File: src/rtl/ps2_host_tx.sv
// PS/2 host-to-device byte transmitter: RTS, odd parity, ACK check, whole-transfer timeout; tx_start ignored while busy.
// `define PS2TX_RETRY_EN resends the latched byte up to twice on NACK/timeout before reporting.
module ps2_host_tx #(
  parameter int INHIBIT_CYCLES = 2500,
  parameter int TIMEOUT_CYCLES = 375000
) (
  input  logic       clk25,
  input  logic       reset_in,
  input  logic       ps2_clk_i,
  input  logic       ps2_data_i,
  output logic       ps2_clk_oe,
  output logic       ps2_data_oe,
  input  logic [7:0] tx_data,
  input  logic       tx_start,
  output logic       busy,
  output logic       done,
  output logic       tx_err,
  output logic       rx_hold
);
  typedef enum logic [2:0] {
    S_IDLE, S_INHIBIT, S_RTS, S_SEND, S_ACK, S_WAITIDLE, S_DONE
  } state_t;

  localparam logic [11:0] INH_LAST = 12'(INHIBIT_CYCLES - 1);
  localparam logic [18:0] TO_LAST  = 19'(TIMEOUT_CYCLES - 1);

  state_t      state;
  logic [1:0]  clk_sync;
  logic [1:0]  data_sync;
  logic        clk_prev;
  logic        fall;
  logic [7:0]  data_q;
  logic        parity;
  logic        nack;
  logic [3:0]  fall_cnt;
  logic [11:0] inh_cnt;
  logic [18:0] to_cnt;
  logic        timed;
  logic        timeout;
  logic        retry_ok;
  logic        frame_bit;

`ifdef PS2TX_RETRY_EN
  logic [1:0]  attempt;
  assign retry_ok = (attempt != 2'd2);
`else
  assign retry_ok = 1'b0;
`endif

  always_ff @(posedge clk25 or posedge reset_in) begin
    if (reset_in) begin
      clk_sync  <= 2'b11;
      data_sync <= 2'b11;
      clk_prev  <= 1'b1;
    end else begin
      clk_sync  <= {clk_sync[0], ps2_clk_i};
      data_sync <= {data_sync[0], ps2_data_i};
      clk_prev  <= clk_sync[1];
    end
  end

  assign fall    = clk_prev & ~clk_sync[1];
  assign timed   = (state == S_RTS) || (state == S_SEND) || (state == S_ACK) || (state == S_WAITIDLE);
  assign timeout = (to_cnt >= TO_LAST);
  assign rx_hold = busy;

  // fall_cnt holds the number of falls already seen, so it indexes the bit for the next fall
  always_comb begin
    frame_bit = 1'b1;
    if (fall_cnt < 4'd8)       frame_bit = data_q[fall_cnt[2:0]];
    else if (fall_cnt == 4'd8) frame_bit = parity;
  end

  always_ff @(posedge clk25 or posedge reset_in) begin
    if (reset_in) begin
      state       <= S_IDLE;
      ps2_clk_oe  <= 1'b0;
      ps2_data_oe <= 1'b0;
      busy        <= 1'b0;
      done        <= 1'b0;
      tx_err      <= 1'b0;
      data_q      <= 8'h00;
      parity      <= 1'b0;
      nack        <= 1'b0;
      fall_cnt    <= 4'd0;
      inh_cnt     <= 12'd0;
      to_cnt      <= 19'd0;
`ifdef PS2TX_RETRY_EN
      attempt     <= 2'd0;
`endif
    end else begin
      done <= 1'b0;
      if (timed && to_cnt != '1) to_cnt <= to_cnt + 19'd1;

      if (timed && timeout) begin
        ps2_data_oe <= 1'b0;
        if (retry_ok) begin
          state      <= S_INHIBIT;
          ps2_clk_oe <= 1'b1;
          inh_cnt    <= 12'd0;
          nack       <= 1'b0;
`ifdef PS2TX_RETRY_EN
          attempt    <= attempt + 2'd1;
`endif
        end else begin
          state      <= S_DONE;
          ps2_clk_oe <= 1'b0;
          done       <= 1'b1;
          busy       <= 1'b0;
          tx_err     <= 1'b1;
        end
      end else begin
        case (state)
          S_IDLE, S_DONE: begin
            state <= S_IDLE;
            if (tx_start) begin
              state      <= S_INHIBIT;
              data_q     <= tx_data;
              parity     <= ~^tx_data;
              tx_err     <= 1'b0;
              nack       <= 1'b0;
              busy       <= 1'b1;
              ps2_clk_oe <= 1'b1;
              inh_cnt    <= 12'd0;
`ifdef PS2TX_RETRY_EN
              attempt    <= 2'd0;
`endif
            end
          end
          S_INHIBIT: begin
            if (inh_cnt >= INH_LAST) begin
              state       <= S_RTS;
              ps2_data_oe <= 1'b1;
              to_cnt      <= 19'd0;
            end else begin
              inh_cnt <= inh_cnt + 12'd1;
            end
          end
          S_RTS: begin
            state      <= S_SEND;
            ps2_clk_oe <= 1'b0;
            fall_cnt   <= 4'd0;
          end
          S_SEND: begin
            if (fall) begin
              fall_cnt    <= fall_cnt + 4'd1;
              ps2_data_oe <= ~frame_bit;
              if (fall_cnt == 4'd9) state <= S_ACK;
            end
          end
          S_ACK: begin
            if (fall) begin
              nack     <= data_sync[1];
              fall_cnt <= fall_cnt + 4'd1;
              state    <= S_WAITIDLE;
            end
          end
          S_WAITIDLE: begin
            if (clk_sync[1] && data_sync[1]) begin
              if (nack && retry_ok) begin
                state      <= S_INHIBIT;
                ps2_clk_oe <= 1'b1;
                inh_cnt    <= 12'd0;
                nack       <= 1'b0;
`ifdef PS2TX_RETRY_EN
                attempt    <= attempt + 2'd1;
`endif
              end else begin
                state  <= S_DONE;
                done   <= 1'b1;
                busy   <= 1'b0;
                tx_err <= nack;
              end
            end
          end
          default: state <= S_IDLE;
        endcase
      end
    end
  end
endmodule

File: config.mk
export PLATFORM = sky130hd
export DESIGN_NAME = ps2_host_tx
export DESIGN_NICKNAME = d
export VERILOG_FILES = /design/src/rtl/ps2_host_tx.sv
export SDC_FILE = /design/constraint.sdc
export NUM_CORES = 1
export LEC_CHECK = 0
export ABC_AREA = 1
export CAP_MARGIN = 40
export CORE_MARGIN = 8
export CORE_UTILIZATION = 27
export CTS_CLUSTER_DIAMETER = 200
export DETAILED_ROUTE_END_ITERATION = 10
export GPL_TIMING_DRIVEN = 1
export SYNTH_ARGS = -nofsm -noshare
export SYNTH_HDL_FRONTEND = slang
export SYNTH_SLANG_ARGS = --single-unit
export TNS_END_PERCENT = 5
File: constraint.sdc
create_clock -name clk25 -period 5.5 [get_ports clk25]
set_clock_uncertainty 0.2 [all_clocks]
set_input_delay 1.1 -clock clk25 [delete_from_list [all_inputs] [get_ports clk25]]
set_output_delay 1.1 -clock clk25 [all_outputs]
set_load 0.01 [all_outputs]
==> results.py <==
metrics = {
    "status": {
        "status": "completed",
    },
    "yosys": {
        "synth_compound_area_share_pct": 9.11,
        "netlist_instances": 478,
        "synthTopCellsByCount": "nand2_1, dfrtp_1, nor2_1",
        "synth.largest_area_cell": "dfrtp_1",
        "yosysSeqAreaShare_pct": 40.8,
        "synth.avg_cell_area_um2": 7.47,
        "synth_xor_area_share_pct": 6.62,
        "synth_area_mm2": 0.00357,
        "netlist.area_leader.share_pct": 37.1,
        "syn_nets": 496,
        "synth_most_common_cell": "nand2_1",
        "synthFlopType": "dfrtp_1",
        "synth_seq_cells": 58,
        "synth_edf_count": 0,
        "synthDistinctLibCells": 41,
        "ys.warnings.count": 0,
        "synthMuxAreaShare_pct": 0,
        "async_flop_share_pct": 100,
        "synth_top_family_by_area": "simple AND/OR/NAND/NOR gates",
        "synthSimpleGateAreaFrac_pct": 34.3,
        "synthTopCellsByArea": "dfrtp_1, nand2_1, nor2_1",
        "synth_fa_ha_area_share_pct": 1.75,
    },
    "pwr": {
        "p_per_area_mw_per_mm2": 241,
        "power_leakage_nw": 1.92,
        "ir_worst_vdd_mv": 0.126,
    },
    "route": {
        "dr.pass1.iters": 5,
        "num_vias": 3163,
        "ant_nets": 0,
        "via_per_inst": 4.64,
        "drc": 0,
        "routed_wl_um": 8370,
        "drt-initial-drc-count": 159,
        "wire_per_inst_um": 12.3,
    },
    "clock_tree": {
        "insertion_delay_ps": 330,
        "cts.path.max_buffers": 2,
        "h-tree-depth": 3,
        "hold_buffers": 0,
        "root_buffer": "clkbuf_16",
        "post_cts_buffers": 0,
        "cts_buffers": 9,
        "cts_tree": "done",
        "clkSlewWorstSetupHoldPaths_ps": 60,
        "cts_sinks": 58,
        "cts-resized-gates": 0,
    },
    "cells_and_area": {
        "diodes": 0,
        "fillCellCount": 1377,
        "fin_util_pct": 32.2,
        "syn_to_final_growth_pct": 17.9,
        "drive_above_1_share_pct": 13.3,
        "multi_input_area_mm2": 0.00185,
        "nets": 518,
        "ff_latch_area_mm2": 0.00146,
    },
    "setup_path": {
        "crit_buf_inv": 1,
        "path_class": "reg -> out",
        "worstPathCellList": "clkdlybuf4s50_1",
        "cp_slowest_stage_delay_ps": 560,
        "cp_top_family": "buffers and inverters",
        "start_kind": "flop",
        "cp-end-kind": "output port",
        "critPathSlowestCell": "clkdlybuf4s50_1",
        "cp.required_ps": 4200,
        "critPathMaxFanout": 3,
        "critical_path_arrival_ps": 1290,
    },
    "flow_run": {
        "max_cap_viol_count": 0,
    },
    "timing": {
        "finalMaxSlewViolations": 0,
        "timing.final.hold_violations": 0,
        "fin_crit_sh_pct": 47.1,
        "tightest_slew_ps": 600,
        "max_slew_margin_pct": 60.0,
        "grt_setup_unrepaired": "no",
        "tns_ps": 0,
        "setup_viol": 0,
        "max_freq_ghz": 0.386,
        "layout_min_cycle_time_ps": 2590,
    },
    "global_route": {
        "antenna_found_initial": 0,
        "grt_max_degree": 47,
        "grt_pass1_wl_um": 14800,
        "grtUsageTotal_pct": 10.8,
        "overflow": 0,
        "grt_pass1_vias": 3088,
    },
    "min_path": {
        "hp-class": "reg -> reg",
    },
    "die": {
        "start_util_pct": 27.3,
        "die_y_um": 131,
        "rows": 42,
        "pin_count": 19,
        "die-area_mm2": 0.0172,
        "die_w_um": 131,
        "core-area_mm2": 0.0131,
    },
    "placed_design": {
        "gp_congestion": 0.913,
        "post-dp-hpwl_um": 6090,
        "port_buffers": 18,
    },
}
[worst paths after layout]
path,start,end,slack (ps),depth (start not counted)
hold reg to reg,data_sync[0]$_DFF_PP1_,data_sync[1]$_DFF_PP1_,160,0
setup / recovery,busy$_DFFE_PP0P_,rx_hold,2910,1
min in group asynchronous,reset_in,inh_cnt[8]$_DFFE_PP0P_,820,2
setup reg to reg,to_cnt[0]$_DFF_PP0_,to_cnt[11]$_DFF_PP0_,2990,12
max in group asynchronous,reset_in,to_cnt[15]$_DFF_PP0_,3390,3
hold / removal,data_sync[0]$_DFF_PP1_,data_sync[1]$_DFF_PP1_,160,0
[metrics by stage]
| stage | power, mW | hold slack [ps] | instances | instance area (um2) | worst slack [ps] |
|---|---|---|---|---|---|
| finish | 1.02 | 159 | 681 | 4210 | 2910 |
| global route | 1.05 | 165 | 681 | 4210 | 2730 |
| CTS | 1.03 | 161 | 681 | 4210 | 2880 |
| detailed placement | 0.468 | 149 | 665 | 3920 | 2820 |
| global placement | 0.468 | 150 | 665 | 3920 | 2870 |
| floorplan | 0.453 | 145 | 478 | 3570 | 2780 |
[sequential cells by signal, indices dropped and copies added (netlist names)]
name / count
done: 1
ps2_clk_oe: 1
fall_cnt: 4
inh_cnt: 12
clk_prev: 1
nack: 1
ps2_data_oe: 1
data_sync: 2
clk_sync: 2
tx_err: 1
to_cnt: 19
parity: 1
state: 3
busy: 1
data_q: 8
[cell usage in the layout (no fill, tap or decap), types with 2 or more instances in the layout]
cell type        netlist  final
o21ai_0               12     12
o21ai_1                8      8
ha_1                   5      5
nor3b_1                2      2
o21ai_2                6      6
nor4_1                 3      3
nand3_1               37     37
inv_2                 17     18
clkinvlp_4             0      2
inv_1                 35     34
nor2_2                 6      6
nand4_1               12     12
clkdlybuf4s50_1        0     18
a211oi_2               2      2
clkbuf_16              0      9
xnor2_1                9      9
clkinv_4               0      2
xor2_1                18     18
a22oi_1                4      4
nand2_1              140    140
dfrtp_1               53     53
and3_1                 2      2
dfstp_2                5      5
nor3_1                 7      7
nor2_4                 2      2
nand2_2                6      6
a21oi_1               14     14
or2_0                  2      2
o21bai_1               2      2
nor2_1                50     50
[kinds of logic after synthesis]
logic type / count (synthesis)
buffers and inverters: 61
AND/OR/NAND/NOR: 275
adder cells (fa/ha/maj): 5
XOR/XNOR: 27
flip-flops: 58
AO/OA/AOI/OAI: 52
[per-layer routing]
metal  vias to the layer above  share of wire, %  global-route usage (%)
met2                        72                46                    16.7
met4                         0               1.3                    3.78
met3                         7               4.1                    2.92
li1                       1588                 -                       -
met5                         -                 0                       0
met1                      1496                49                    14.3
[cell type report]
type | count | share of cell area, %
well taps | 176 | 5.23
clock buffers | 10 | 5.44
flip-flops and latches | 58 | 34.6
inverters | 53 | 4.78
clock inverters | 6 | 1.60
multi-input cells | 359 | 43.9
repair buffers | 19 | 4.46
[power breakdown]
| part | internal (mW) | switching, mW |
|---|---|---|
| combinational | 0.0136 | 0.0154 |
| sequential | 0.430 | 0.000903 |
| clock | 0.351 | 0.205 |
Power figures use the tool's default switching activity.
